File: src/rtl/ser_pkg.sv
// Shared definitions for the serial receiver/transmitter pair.
//   ser_state_e : frame FSM states (IDLE, DATA, PARITY, STOP), 2-bit encoding
//   DefWidth    : default number of data bits per frame
package ser_pkg;

   typedef enum logic [1:0] {
      StIdle   = 2'd0,
      StData   = 2'd1,
      StParity = 2'd2,
      StStop   = 2'd3
   } ser_state_e;

   localparam int unsigned DefWidth = 7;

endpackage

File: src/rtl/ser2par_shift.sv
// Data path of the serial receiver: shift register, bit counter and running parity.
//   clk, rst  : clock, asynchronous active-high reset
//   clear     : restart a frame (counter and parity to 0)
//   shift_en  : sample sin into the shift register this cycle
//   sin       : serial data bit
//   shreg     : received data, bit 0 = first bit received
//   par       : XOR of all data bits shifted in since the last clear
//   done      : this shift takes the WIDTH-th data bit
module ser2par_shift
   import ser_pkg::*;
#(
   parameter int unsigned WIDTH = DefWidth
) (
   input  logic             clk,
   input  logic             rst,
   input  logic             clear,
   input  logic             shift_en,
   input  logic             sin,
   output logic [WIDTH-1:0] shreg,
   output logic             par,
   output logic             done
);

   localparam int unsigned CntW = $clog2(WIDTH + 1);

   logic [CntW-1:0]  cnt_q;
   logic [WIDTH-1:0] shreg_q;
   logic             par_q;

   always_ff @(posedge clk or posedge rst) begin
      if (rst) begin
         cnt_q   <= '0;
         shreg_q <= '0;
         par_q   <= 1'b0;
      end else if (clear) begin
         cnt_q <= '0;
         par_q <= 1'b0;
      end else if (shift_en) begin
         // LSB-first line: new bits enter at the top and move down
         shreg_q <= {sin, shreg_q[WIDTH-1:1]};
         cnt_q   <= cnt_q + CntW'(1);
         par_q   <= par_q ^ sin;
      end
   end

   // The FSM leaves DATA on this shift, so the counter tops out at WIDTH
   assign done  = shift_en && (cnt_q == CntW'(WIDTH - 1));
   assign shreg = shreg_q;
   assign par   = par_q;

endmodule

File: src/rtl/seq_ser2par_rx.sv
// Serial-to-parallel frame receiver.
// Frame: start(0), WIDTH data bits LSB first, optional even parity, stop(1).
//   clk, rst  : clock, asynchronous active-high reset
//   sin       : serial line, idle high, one bit per cycle
//   data_o    : last good frame (held between valid_o strobes)
//   valid_o   : one-cycle strobe, data_o updated
//   par_err_o : one-cycle strobe, parity mismatch, frame dropped
//   frm_err_o : one-cycle strobe, stop bit was 0, frame dropped
//   busy_o    : FSM not idle
module seq_ser2par_rx
   import ser_pkg::*;
#(
   parameter int unsigned WIDTH  = DefWidth,
   parameter bit          PAR_EN = 1'b1
) (
   input  logic             clk,
   input  logic             rst,
   input  logic             sin,
   output logic [WIDTH-1:0] data_o,
   output logic             valid_o,
   output logic             par_err_o,
   output logic             frm_err_o,
   output logic             busy_o
);

   ser_state_e       state_q, state_d;
   logic [WIDTH-1:0] data_q, data_d;
   logic             valid_q, valid_d;
   logic             perr_q, perr_d;
   logic             ferr_q, ferr_d;
   logic             rx_par_q, rx_par_d;

   logic             clear;
   logic             shift_en;
   logic [WIDTH-1:0] shreg;
   logic             par_calc;
   logic             done;

   ser2par_shift #(
      .WIDTH(WIDTH)
   ) u_shift (
      .clk     (clk),
      .rst     (rst),
      .clear   (clear),
      .shift_en(shift_en),
      .sin     (sin),
      .shreg   (shreg),
      .par     (par_calc),
      .done    (done)
   );

   always_comb begin
      state_d  = state_q;
      data_d   = data_q;
      valid_d  = 1'b0;
      perr_d   = 1'b0;
      ferr_d   = 1'b0;
      rx_par_d = rx_par_q;
      clear    = 1'b0;
      shift_en = 1'b0;
      unique case (state_q)
         StIdle: begin
            clear = 1'b1;
            if (!sin) state_d = StData;
         end
         StData: begin
            shift_en = 1'b1;
            if (done) state_d = PAR_EN ? StParity : StStop;
         end
         StParity: begin
            rx_par_d = sin;
            state_d  = StStop;
         end
         StStop: begin
            // A low stop bit is a framing error and takes precedence over parity
            state_d = StIdle;
            if (!sin) begin
               ferr_d = 1'b1;
            end else if (PAR_EN && (rx_par_q != par_calc)) begin
               perr_d = 1'b1;
            end else begin
               valid_d = 1'b1;
               data_d  = shreg;
            end
         end
         default: state_d = StIdle;
      endcase
   end

   always_ff @(posedge clk or posedge rst) begin
      if (rst) begin
         state_q  <= StIdle;
         data_q   <= '0;
         valid_q  <= 1'b0;
         perr_q   <= 1'b0;
         ferr_q   <= 1'b0;
         rx_par_q <= 1'b0;
      end else begin
         state_q  <= state_d;
         data_q   <= data_d;
         valid_q  <= valid_d;
         perr_q   <= perr_d;
         ferr_q   <= ferr_d;
         rx_par_q <= rx_par_d;
      end
   end

   assign data_o    = data_q;
   assign valid_o   = valid_q;
   assign par_err_o = perr_q;
   assign frm_err_o = ferr_q;
   assign busy_o    = (state_q != StIdle);

endmodule

File: config.mk
export PLATFORM = sky130hd
export DESIGN_NAME = seq_ser2par_rx
export DESIGN_NICKNAME = d
export VERILOG_FILES = /design/src/rtl/ser_pkg.sv /design/src/rtl/ser2par_shift.sv /design/src/rtl/seq_ser2par_rx.sv
export SDC_FILE = /design/constraint.sdc
export NUM_CORES = 1
export LEC_CHECK = 0
export ABC_AREA = 1
export BUFFER_PORTS_ARGS = -buffer_cell sky130_fd_sc_hd__clkbuf_2
export CAP_MARGIN = 20
export CORE_MARGIN = 2
export CORE_UTILIZATION = 40
export CTS_CLUSTER_DIAMETER = 100
export CTS_CLUSTER_SIZE = 28
export DETAILED_ROUTE_END_ITERATION = 10
export PLACE_DENSITY = 0.66
export SLEW_MARGIN = 0
export SYNTH_ARGS = -nofsm -noshare
export SYNTH_HDL_FRONTEND = slang
export SYNTH_HIERARCHICAL = 1
export SYNTH_SLANG_ARGS = --single-unit
export TNS_END_PERCENT = 1
File: constraint.sdc
create_clock -name clk -period 1.9 [get_ports clk]
set_input_delay 0.38 -clock clk [delete_from_list [all_inputs] [get_ports clk]]
set_output_delay 0.38 -clock clk [all_outputs]
set_load 0.02 [all_outputs]
==> results.ini, run 1 <==
[flow_run]
drv_cap = 0

[sta]
period_needed_ns = 1.71
slew_violations = 0
finalCritPeriodShare_pct = 90.1
worst_pin_slew_ns = 0.522
hold_viol_final = 0
layout_setup_ws_ns = 0.187
final.setup_skew_ns = 0.00418
setup-violations-final = 0
setup-tns-final_ns = 0
max_freq_mhz = 584
max_slew_margin_pct = 65.2
rsz0062_at_grt = false

[detailed_routing]
drt_iter0_drc = 20
vias = 800
ant_nets = 0
drc = 0
via_per_inst = 4.68
dr.pass1.iters = 4
routedLengthMet1_um = 856
wl_met2_um = 949
routed.top_layer = met4
routed_wl_mm = 1.87
wl_met3_um = 46
wire_per_inst_um = 10.9

[cts]
post_cts_buffers = 0
cts_resized = 0
clk_pin_slew_ns = 0.13
ctsRootBufferMaster = clkbuf_4
cts_buffers = 3
clkSinkCount = 24
cts_tree = built
clock_latency_ns = 0.31
cts_hold_buf = 0
htreeDepth = 1
cts_buffer_depth = 2

[critical_path]
required_ns = 1.52
endpoint_kind = primary output
crit_chain = inv_1 -> ha_1 -> inv_1 -> clkbuf_2
critPathKind = flop to primary output
r2r-end = state_q[0]$_DFFE_PP0P_
r2r_cells = 8
start_kind = flop
arrival_ns = 1.33
cpMostUsedCell = inv_1
r2r_setup_slack_ns = 0.46
cpMaxStageDelayCell = dfrtp_1
reg2reg_from = state_q[1]$_DFFE_PP0P_
worst-path-max-fanout = 5
critPathLaunch = state_q[1]$_DFFE_PP0P_
cpPeakStageDelay_ns = 0.45

[global_route]
gr-total-overflow = 0
grt_pass1_wl_mm = 3.23
grt_pass1_vias = 733
grt_max_degree = 15
track_usage_pct = 13.1
antenna_found_initial = 0

[floorplanning]
start_util_pct = 41.4
die_h_um = 56.7
core_area_um2 = 2690
fp.dieW_um = 56.7
rows = 19
io_pins = 14
dieArea_um2 = 3220

[pwr]
leakagePower_uw = 0.000706
ir_worst_vdd_v = 0.000829
p_total_uw = 2070
power_density_nw_per_um2 = 1640

[worst_hold_path]
hold_path_class = input port to asynchronous set/reset pin

[final_layout]
diodes = 0
stdcell_count = 171
utilization_pct = 47.0
layout-drive-gt1-share_pct = 20.7
area_growth_pct = 13.7
nets = 151

[yosys]
yosysTopAreaCell = dfrtp_1
synth-seq-cells = 24
yosysUniqueCellTypes = 15
synth_top_area_share_pct = 54.1
postSynthCellCount = 123
yosysWarnings = 6
syn_avg_cell_area_um2 = 9.03
netlist_area_um2 = 1110
ys_seq_area_share_pct = 54.1
synthTopCellsByArea = dfrtp_1, nand2_1, ha_1
syn_nets = 133

[placed_design]
hpwl_mm = 1.43
routabilityCongestion = 0.736
dp_slack_ns = 0.479
placed_cells_incl_taps = 167
port_buffers = 13

[outcome]
status = finished, final reports clean

-- worst max-delay path by stage --
stage	to	cells past startpoint	slack [ns]
3_3_place_gp	busy_o	4	0.56
5_1_grt	busy_o	4	0.08
2_1_floorplan	state_q[0]$_DFFE_PP0P_	9	0.48
3_5_place_dp	state_q[0]$_DFFE_PP0P_	8	0.48
4_1_cts	busy_o	4	0.16
6_report	busy_o	4	0.19
-- where the power goes --
group / switching [uW] / leakage [uW] / internal (uW)
clock network: 152 / 0.0000279 / 213
logic: 566 / 0.000363 / 289
registers: 145 / 0.000315 / 707
-- routing by layer --
layer | GRT usage [%] | vias to the layer above
met1 | 16.0 | 372
met4 | 7.14 | 0
met2 | 21.6 | 10
met3 | 2.76 | 2
met5 | 0 | -
li1 | - | 416
-- cells by family after synthesis --
logic type / Yosys count / share of synthesized area, %
buf+inv: 14 / 5.86
fa+ha+maj: 7 / 7.88
flops: 24 / 54.1
compound gates: 6 / 3.38
simple gates: 72 / 28.8
-- state kept, by name, indices dropped and copies added, names as in the netlist --
signal         flops
data_o             7
frm_err_o          1
par_err_o          1
rx_par_q           1
state_q            2
u_shift/cnt_q      3
u_shift/par        1
u_shift/shreg      7
valid_o            1
-- synthesized netlist by cell type --
cell	instances
o21ai_1	2
nand2_2	5
inv_2	2
buf_6	1
a21oi_2	2
nand3_1	17
and3_1	1
nand2_1	42
nor2_1	6
inv_1	10
clkinv_4	1
o21ai_0	2
dfrtp_1	24
nand3_4	1
ha_1	7
-- area by class of cell --
| type | count | area [um2] |
|---|---|---|
| well taps | 31 | 38.8 |
| clock buffers | 3 | 22.5 |
| clock inverters | 1 | 30.0 |
| fillers | 262 | 1420 |
| inverters | 13 | 53.8 |
| multi-input cells | 85 | 445 |
| flip-flops and latches | 24 | 601 |
| repair buffers | 14 | 72.6 |
-- layout by cell type (no fill, tap or decap) --
cell / count
a21oi_2: 2
clkbuf_2: 13
nor2_1: 6
and3_1: 1
nand3_4: 1
nand3_1: 17
buf_4: 1
inv_2: 2
o21ai_1: 2
dfrtp_1: 24
inv_1: 10
bufinv_16: 1
clkinv_4: 1
nand2_2: 5
ha_1: 7
nand2_1: 42
clkbuf_4: 3
o21ai_0: 2
-- per-stage QoR --
step	hold slack, ns	instance area [um2]
floorplan	0.232	1110
global placement	0.378	1210
detailed placement	0.385	1210
CTS	0.0149	1260
global route	0.0405	1260
finish	0.0207	1260
-- worst max-delay path: cells and delay by family, from the launching register on --
| kind | cells | cell delay, ns |
|---|---|---|
| flip-flops | 1 | 0.45 |
| buffers and inverters | 3 | 0.32 |
| adder cells (fa/ha/maj) | 1 | 0.26 |
Power figures use the tool's default switching activity.
==> run 2: changes to the inputs <==
Settings changed: ABC_AREA 1 to unset, MAX_ROUTING_LAYER set to met4.
==> results.ini, run 2 <==
[outcome]
status = finished, final reports clean

[global_route]
antenna_found_initial = 0  ; unchanged
grt_pass1_vias = 585  ; -20%
track_usage_pct = 11.8  ; -1.3 points
grt_pass1_wl_mm = 2.78  ; -14%
grt_max_degree = 15  ; unchanged
gr-total-overflow = 0  ; unchanged

[yosys]
postSynthCellCount = 76  ; -38%
netlist_area_um2 = 1120  ; +0.56%
yosysMostFrequentCell = dfrtp_1
syn_avg_cell_area_um2 = 14.7  ; +63%
ys_seq_area_share_pct = 53.8  ; -0.30 points
ys_top_cells_by_count = dfrtp_1, mux2_4, ha_1
synth_top_area_share_pct = 53.8  ; -0.30 points
yosysUniqueCellTypes = 18  ; +3
synth-seq-cells = 24  ; unchanged
synth_top_flop_cell = dfrtp_1
yosysTopAreaCell = dfrtp_1
async_reset_ff_share_pct = 100  ; unchanged
synth-edff-count = 0  ; unchanged
synthTopCellsByArea = dfrtp_1, mux2_4, ha_1
syn_nets = 86  ; -35%
yosysWarnings = 6  ; unchanged

[final_layout]
fillers = 257  ; -1.9%
final_area_um2 = 1250  ; -1.1%
layout-drive-gt1-share_pct = 42.9  ; +22 points
nets = 102  ; -32%
stdcell_count = 122  ; -29%
layout_common_cells = dfrtp_1, mux2_4, clkbuf_2
multiInputGateArea_um2 = 463  ; +3.9%
area_growth_pct = 11.9
diodes = 0  ; unchanged
layout_commonest_cell = dfrtp_1
register_area_um2 = 601  ; unchanged

[sta]
rsz0062_at_grt = false
setup-violations-final = 0  ; unchanged
setup-tns-final_ns = 0  ; unchanged
period_needed_ns = 1.73  ; +0.0170 ns
final.setup_skew_ns = 0.00412  ; -0.0000575 ns
worst_pin_slew_ns = 0.510  ; -0.0123 ns
finalCritPeriodShare_pct = 91.0  ; +0.90 points
max_freq_mhz = 578  ; -0.98%
max_slew_margin_pct = 66.0  ; +0.82 points
slew_violations = 0  ; unchanged
hold_viol_final = 0  ; unchanged

[critical_path]
path_delay_family = flip-flops
arrival_ns = 1.35  ; +0.02 ns
start_kind = flop
crit_chain = inv_1 -> ha_2 -> inv_1 -> clkbuf_2
cpPeakStageDelay_ns = 0.45  ; about the same
path_buf_inv = 3  ; unchanged
required_ns = 1.52  ; about the same
worst-path-max-fanout = 8  ; +3
endpoint_kind = primary output
critPathKind = flop to primary output
cpMaxStageDelayCell = dfrtp_1
cpMostUsedCell = inv_1

[detailed_routing]
drc = 0  ; unchanged
drt_iter0_drc = 10  ; -50%
dr.pass1.iters = 4  ; unchanged
via_per_inst = 4.79  ; +2.3%
routed_wl_mm = 1.59  ; -15%
vias = 584  ; -27%
wire_per_inst_um = 13.0  ; +19%
ant_nets = 0  ; unchanged

[cts]
clkSinkCount = 24  ; unchanged
cts_resized = 0  ; unchanged
cts_tree = built
post_cts_buffers = 0  ; unchanged
clk_pin_slew_ns = 0.13  ; about the same
cts_buffer_depth = 2  ; unchanged
htreeDepth = 1  ; unchanged
cts_buffers = 3  ; unchanged
cts_hold_buf = 0  ; unchanged
clock_latency_ns = 0.31  ; about the same
ctsRootBufferMaster = clkbuf_4

[placed_design]
hpwl_mm = 1.22  ; -15%
routabilityCongestion = 0.753  ; +2.3%
port_buffers = 13  ; unchanged
place_area_um2 = 1190  ; -1.3%
placed_cells_incl_taps = 118  ; -29%

[pwr]
leakagePower_uw = 0.000628  ; -11%
power_density_nw_per_um2 = 1830  ; +11%
ir_worst_vdd_v = 0.00125  ; +51%

[floorplanning]
die_h_um = 56.9  ; +0.26%
fp.dieW_um = 56.9  ; +0.26%
io_pins = 14  ; unchanged
rows = 19  ; unchanged
dieArea_um2 = 3230  ; +0.51%
core_area_um2 = 2710  ; +0.88%
start_util_pct = 41.2  ; -0.13 points

[flow_run]
drv_cap = 0  ; unchanged

[worst_hold_path]
hold_path_class = input port to asynchronous set/reset pin

## run 2: final timing paths
path | end | slack, ns | startpoint | cells past startpoint
worst max-delay path | busy_o | 0.17 | state_q[0]$_DFFE_PP0P_ | 4
worst min-delay path | u_shift/shreg[2]$_DFFE_PP0P_ | 0.03 | rst | 2
worst max register to register | state_q[1]$_DFFE_PP0P_ | 0.25 | state_q[1]$_DFFE_PP0P_ | 6
worst min register to register | data_o[5]$_DFFE_PP0P_ | 0.53 | data_o[5]$_DFFE_PP0P_ | 1
max in group asynchronous | state_q[1]$_DFFE_PP0P_ | 1.49 | rst | 2
min in group clk | frm_err_o$_DFF_PP0_ | 0.33 | sin | 2
## run 2: report_power, final
part / internal (uW) / switching, uW
Sequential: 743 / 162
Combinational: 566 / 448
Clock: 213 / 152
Total: 1520 / 761
## run 2: logic make-up after synthesis
group | after synthesis | share of synthesized area [%]
XOR/XNOR | 2 | 1.57
adder cells (fa/ha/maj) | 7 | 7.84
flip-flops | 24 | 53.8
AO/OA/AOI/OAI | 7 | 4.70
AND/OR/NAND/NOR | 11 | 6.27
multiplexers | 16 | 20.8
buffers and inverters | 9 | 5.04
## run 2: metal layers
layer  vias up  track usage [%]  part of all wire, %
met5         -                -                    0
met4         0             1.99                 0.57
met3         2             4.15                  3.8
met2        12             17.4                   51
met1       286             16.0                   44
li1        284                -                    -
## run 2: final cells by class
| type | count | area share, % |
|---|---|---|
| Timing Repair Buffer | 14 | 5.81 |
| Tap cell | 31 | 3.10 |
| Inverter | 6 | 1.80 |
| Multi-Input combinational cell | 43 | 37.0 |
| Clock inverter | 1 | 2.40 |
| Sequential cell | 24 | 48.0 |
| Clock buffer | 3 | 1.80 |
## run 2: worst reg2reg max path: stages (launching register included)
cell and delay, ns:
dfrtp_1 0.44, inv_1 0.10, ha_1 0.24, and3_2 0.20
nor2b_1 0.05, a21oi_1 0.17, mux2_2 0.35
## run 2: stage by stage
stage	util, %	setup slack (ns)	hold WS (ns)	power, uW
after floorplan	-	0.325	0.232	1740
after CTS	46.0	0.0468	0.0379	2310
after detailed placement	44.1	0.272	0.397	1940
final	46.1	0.170	0.0259	2280
after global routing	46.1	0.0474	0.0584	2450
after global placement	44.1	0.330	0.386	1900
==> run 3: changes to the inputs <==
Settings changed: SYNTH_HIERARCHICAL 1 to unset.
==> results.ini, run 3 <==
[global_route]
gr-total-overflow = 0  ; unchanged
grt_pass1_wl_mm = 2.70  ; -3.0%
grt_pass1_vias = 578  ; -1.2%
track_usage_pct = 11.6  ; -0.22 points
antenna_found_initial = 0  ; unchanged
grt_max_degree = 25  ; +10

[yosys]
yosysWarnings = 0  ; -6
synth_top_flop_cell = dfrtp_1
synth-seq-cells = 24  ; unchanged
netlist_area_um2 = 1050  ; -5.6%
yosysUniqueCellTypes = 14  ; -4
ys_top_cells_by_count = dfrtp_1, mux2_2, ha_1
ys_seq_area_share_pct = 56.9  ; +3.2 points
synth_top_area_share_pct = 56.9  ; +3.2 points
yosysMostFrequentCell = dfrtp_1
synthTopCellsByArea = dfrtp_1, mux2_4, mux2_2
yosysTopAreaCell = dfrtp_1
postSynthCellCount = 74  ; -2.6%
syn_nets = 85  ; -1.2%
synth-edff-count = 0  ; unchanged
async_reset_ff_share_pct = 100  ; unchanged
syn_avg_cell_area_um2 = 14.3  ; -3.0%

[final_layout]
layout-drive-gt1-share_pct = 39.6  ; -3.3 points
fillers = 227  ; -12%
diodes = 0  ; unchanged
layout_common_cells = dfrtp_1, clkbuf_2, mux2_2
utilization_pct = 49.1  ; +3.0 points
layout_commonest_cell = dfrtp_1
register_area_um2 = 601  ; unchanged
stdcell_count = 121  ; -0.82%
multiInputGateArea_um2 = 430  ; -7.0%
area_growth_pct = 15.3
nets = 103  ; +0.98%

[floorplanning]
dieArea_um2 = 3060  ; -5.2%
core_area_um2 = 2480  ; -8.6%
fp.dieW_um = 55.4  ; -2.6%
rows = 18  ; -1
io_pins = 14  ; unchanged
die_h_um = 55.4  ; -2.6%
start_util_pct = 42.6  ; +1.3 points

[detailed_routing]
routedLengthMet1_um = 691  ; -1.8%
wl_met2_um = 693  ; -15%
via_per_inst = 4.56  ; -4.7%
dr.pass1.iters = 4  ; unchanged
drt_iter0_drc = 5  ; -5
routed.top_layer = met3
vias = 552  ; -5.5%
drc = 0  ; unchanged
routed_wl_mm = 1.48  ; -6.8%
ant_nets = 0  ; unchanged
wl_met3_um = 98  ; +61%
wire_per_inst_um = 12.3  ; -6.1%

[sta]
max_slew_margin_pct = 79.0  ; +13 points
period_needed_ns = 1.73  ; +0.00460 ns
hold_viol_final = 0  ; unchanged
setup-tns-final_ns = 0  ; unchanged
max_freq_mhz = 577  ; -0.27%
layout_setup_ws_ns = 0.166  ; -0.00460 ns
final.setup_skew_ns = 0.00445  ; +0.000330 ns
hold-worst-slack_ns = 0.0524  ; +0.0265 ns
setup-violations-final = 0  ; unchanged
rsz0062_at_grt = false
slew_violations = 0  ; unchanged
finalCritPeriodShare_pct = 91.3  ; +0.24 points
worst_pin_slew_ns = 0.314  ; -0.196 ns

[critical_path]
crit_chain = inv_1 -> ha_2 -> inv_1 -> clkbuf_2
cpMaxStageDelayCell = dfrtp_1
arrival_ns = 1.35  ; about the same
worst-path-max-fanout = 6  ; -2
endpoint_kind = primary output
path_buf_inv = 3  ; unchanged
required_ns = 1.52  ; about the same
cpMostUsedCell = inv_1
cpPeakStageDelay_ns = 0.44  ; about the same
start_kind = flop
path_delay_family = flip-flops
critPathKind = flop to primary output

[placed_design]
placed_cells_incl_taps = 117  ; -0.85%
routabilityCongestion = 0.732  ; -2.7%
dp_slack_ns = 0.390  ; +0.118 ns
hpwl_mm = 1.04  ; -14%
port_buffers = 13  ; unchanged

[cts]
post_cts_buffers = 0  ; unchanged
cts_buffers = 3  ; unchanged
clk_pin_slew_ns = 0.14  ; about the same
clkSinkCount = 24  ; unchanged
htreeDepth = 1  ; unchanged
cts_tree = built
ctsRootBufferMaster = clkbuf_4
clock_latency_ns = 0.32  ; about the same
cts_buffer_depth = 2  ; unchanged

[flow_run]
drv_cap = 0  ; unchanged

[worst_hold_path]
hold_path_class = input port to asynchronous set/reset pin

[pwr]
ir_worst_vdd_v = 0.00123  ; -2.0%
leakagePower_uw = 0.000603  ; -4.0%
power_density_nw_per_um2 = 1800  ; -1.2%

[outcome]
status = finished, final reports clean

[run 3: cell count changes after synthesis, sizes merged, moves of 3 or more]
cell	change
nor2	+3
xor2	+3
a21oi	-3
buf	-3
nand2	+3
[run 3: kinds of logic after synthesis]
logic type,synth area share [%]
simple gates,5.46
fa+ha+maj,9.49
mux,21.5
xor+xnor,3.32
buf+inv,2.49
flops,56.9
compound gates,0.831
[run 3: metrics by stage]
stage	total power (uW)	instance area, um2
floorplan	1620	1050
global route	2370	1220
detailed placement	1850	1160
finish	2200	1220
global placement	1810	1160
CTS	2220	1210
[run 3: routing by layer]
layer	track usage, %	vias up
met1	13.8	266
li1	-	273
met3	5.15	0
met4	2.09	0
met5	-	-
met2	18.4	13
[run 3: final cells by class]
| cell class | instances | share of cell area, % |
|---|---|---|
| flip-flops and latches | 24 | 49.4 |
| multi-input cells | 43 | 35.4 |
| well taps | 30 | 3.09 |
| inverters | 6 | 1.85 |
| clock buffers | 3 | 1.85 |
| clock inverters | 1 | 2.47 |
| repair buffers | 14 | 5.97 |
[run 3: worst paths after layout]
kind | start | slack (ns) | depth (start not counted) | to
setup / recovery | state_q[0]$_DFFE_PP0P_ | 0.17 | 4 | busy_o
hold / removal | rst | 0.05 | 3 | data_o[0]$_DFFE_PP0P_
setup reg to reg | state_q[1]$_DFFE_PP0P_ | 0.41 | 4 | state_q[1]$_DFFE_PP0P_
hold reg to reg | u_shift.shreg[0]$_DFFE_PP0P_ | 0.52 | 1 | data_o[0]$_DFFE_PP0P_
max in group asynchronous | rst | 1.62 | 3 | state_q[1]$_DFFE_PP0P_
min in group clk | sin | 0.27 | 2 | frm_err_o$_DFF_PP0_
[run 3: tightest hold or removal path: stages]
cell and delay (ns):
clkbuf_2 0.08, inv_1 0.04, buf_4 0.29
[run 3: report_power, final]
part           internal, uW  switching, uW  total (uW)
clock network           213            161         375
logic                   477            441         917
registers               748            155         903
total                  1440            757        2200
[run 3: timing repair]
item	CTS	global route
hold buffers	0	0
endpoints found under the setup margin	0	1
resized for setup	0	1
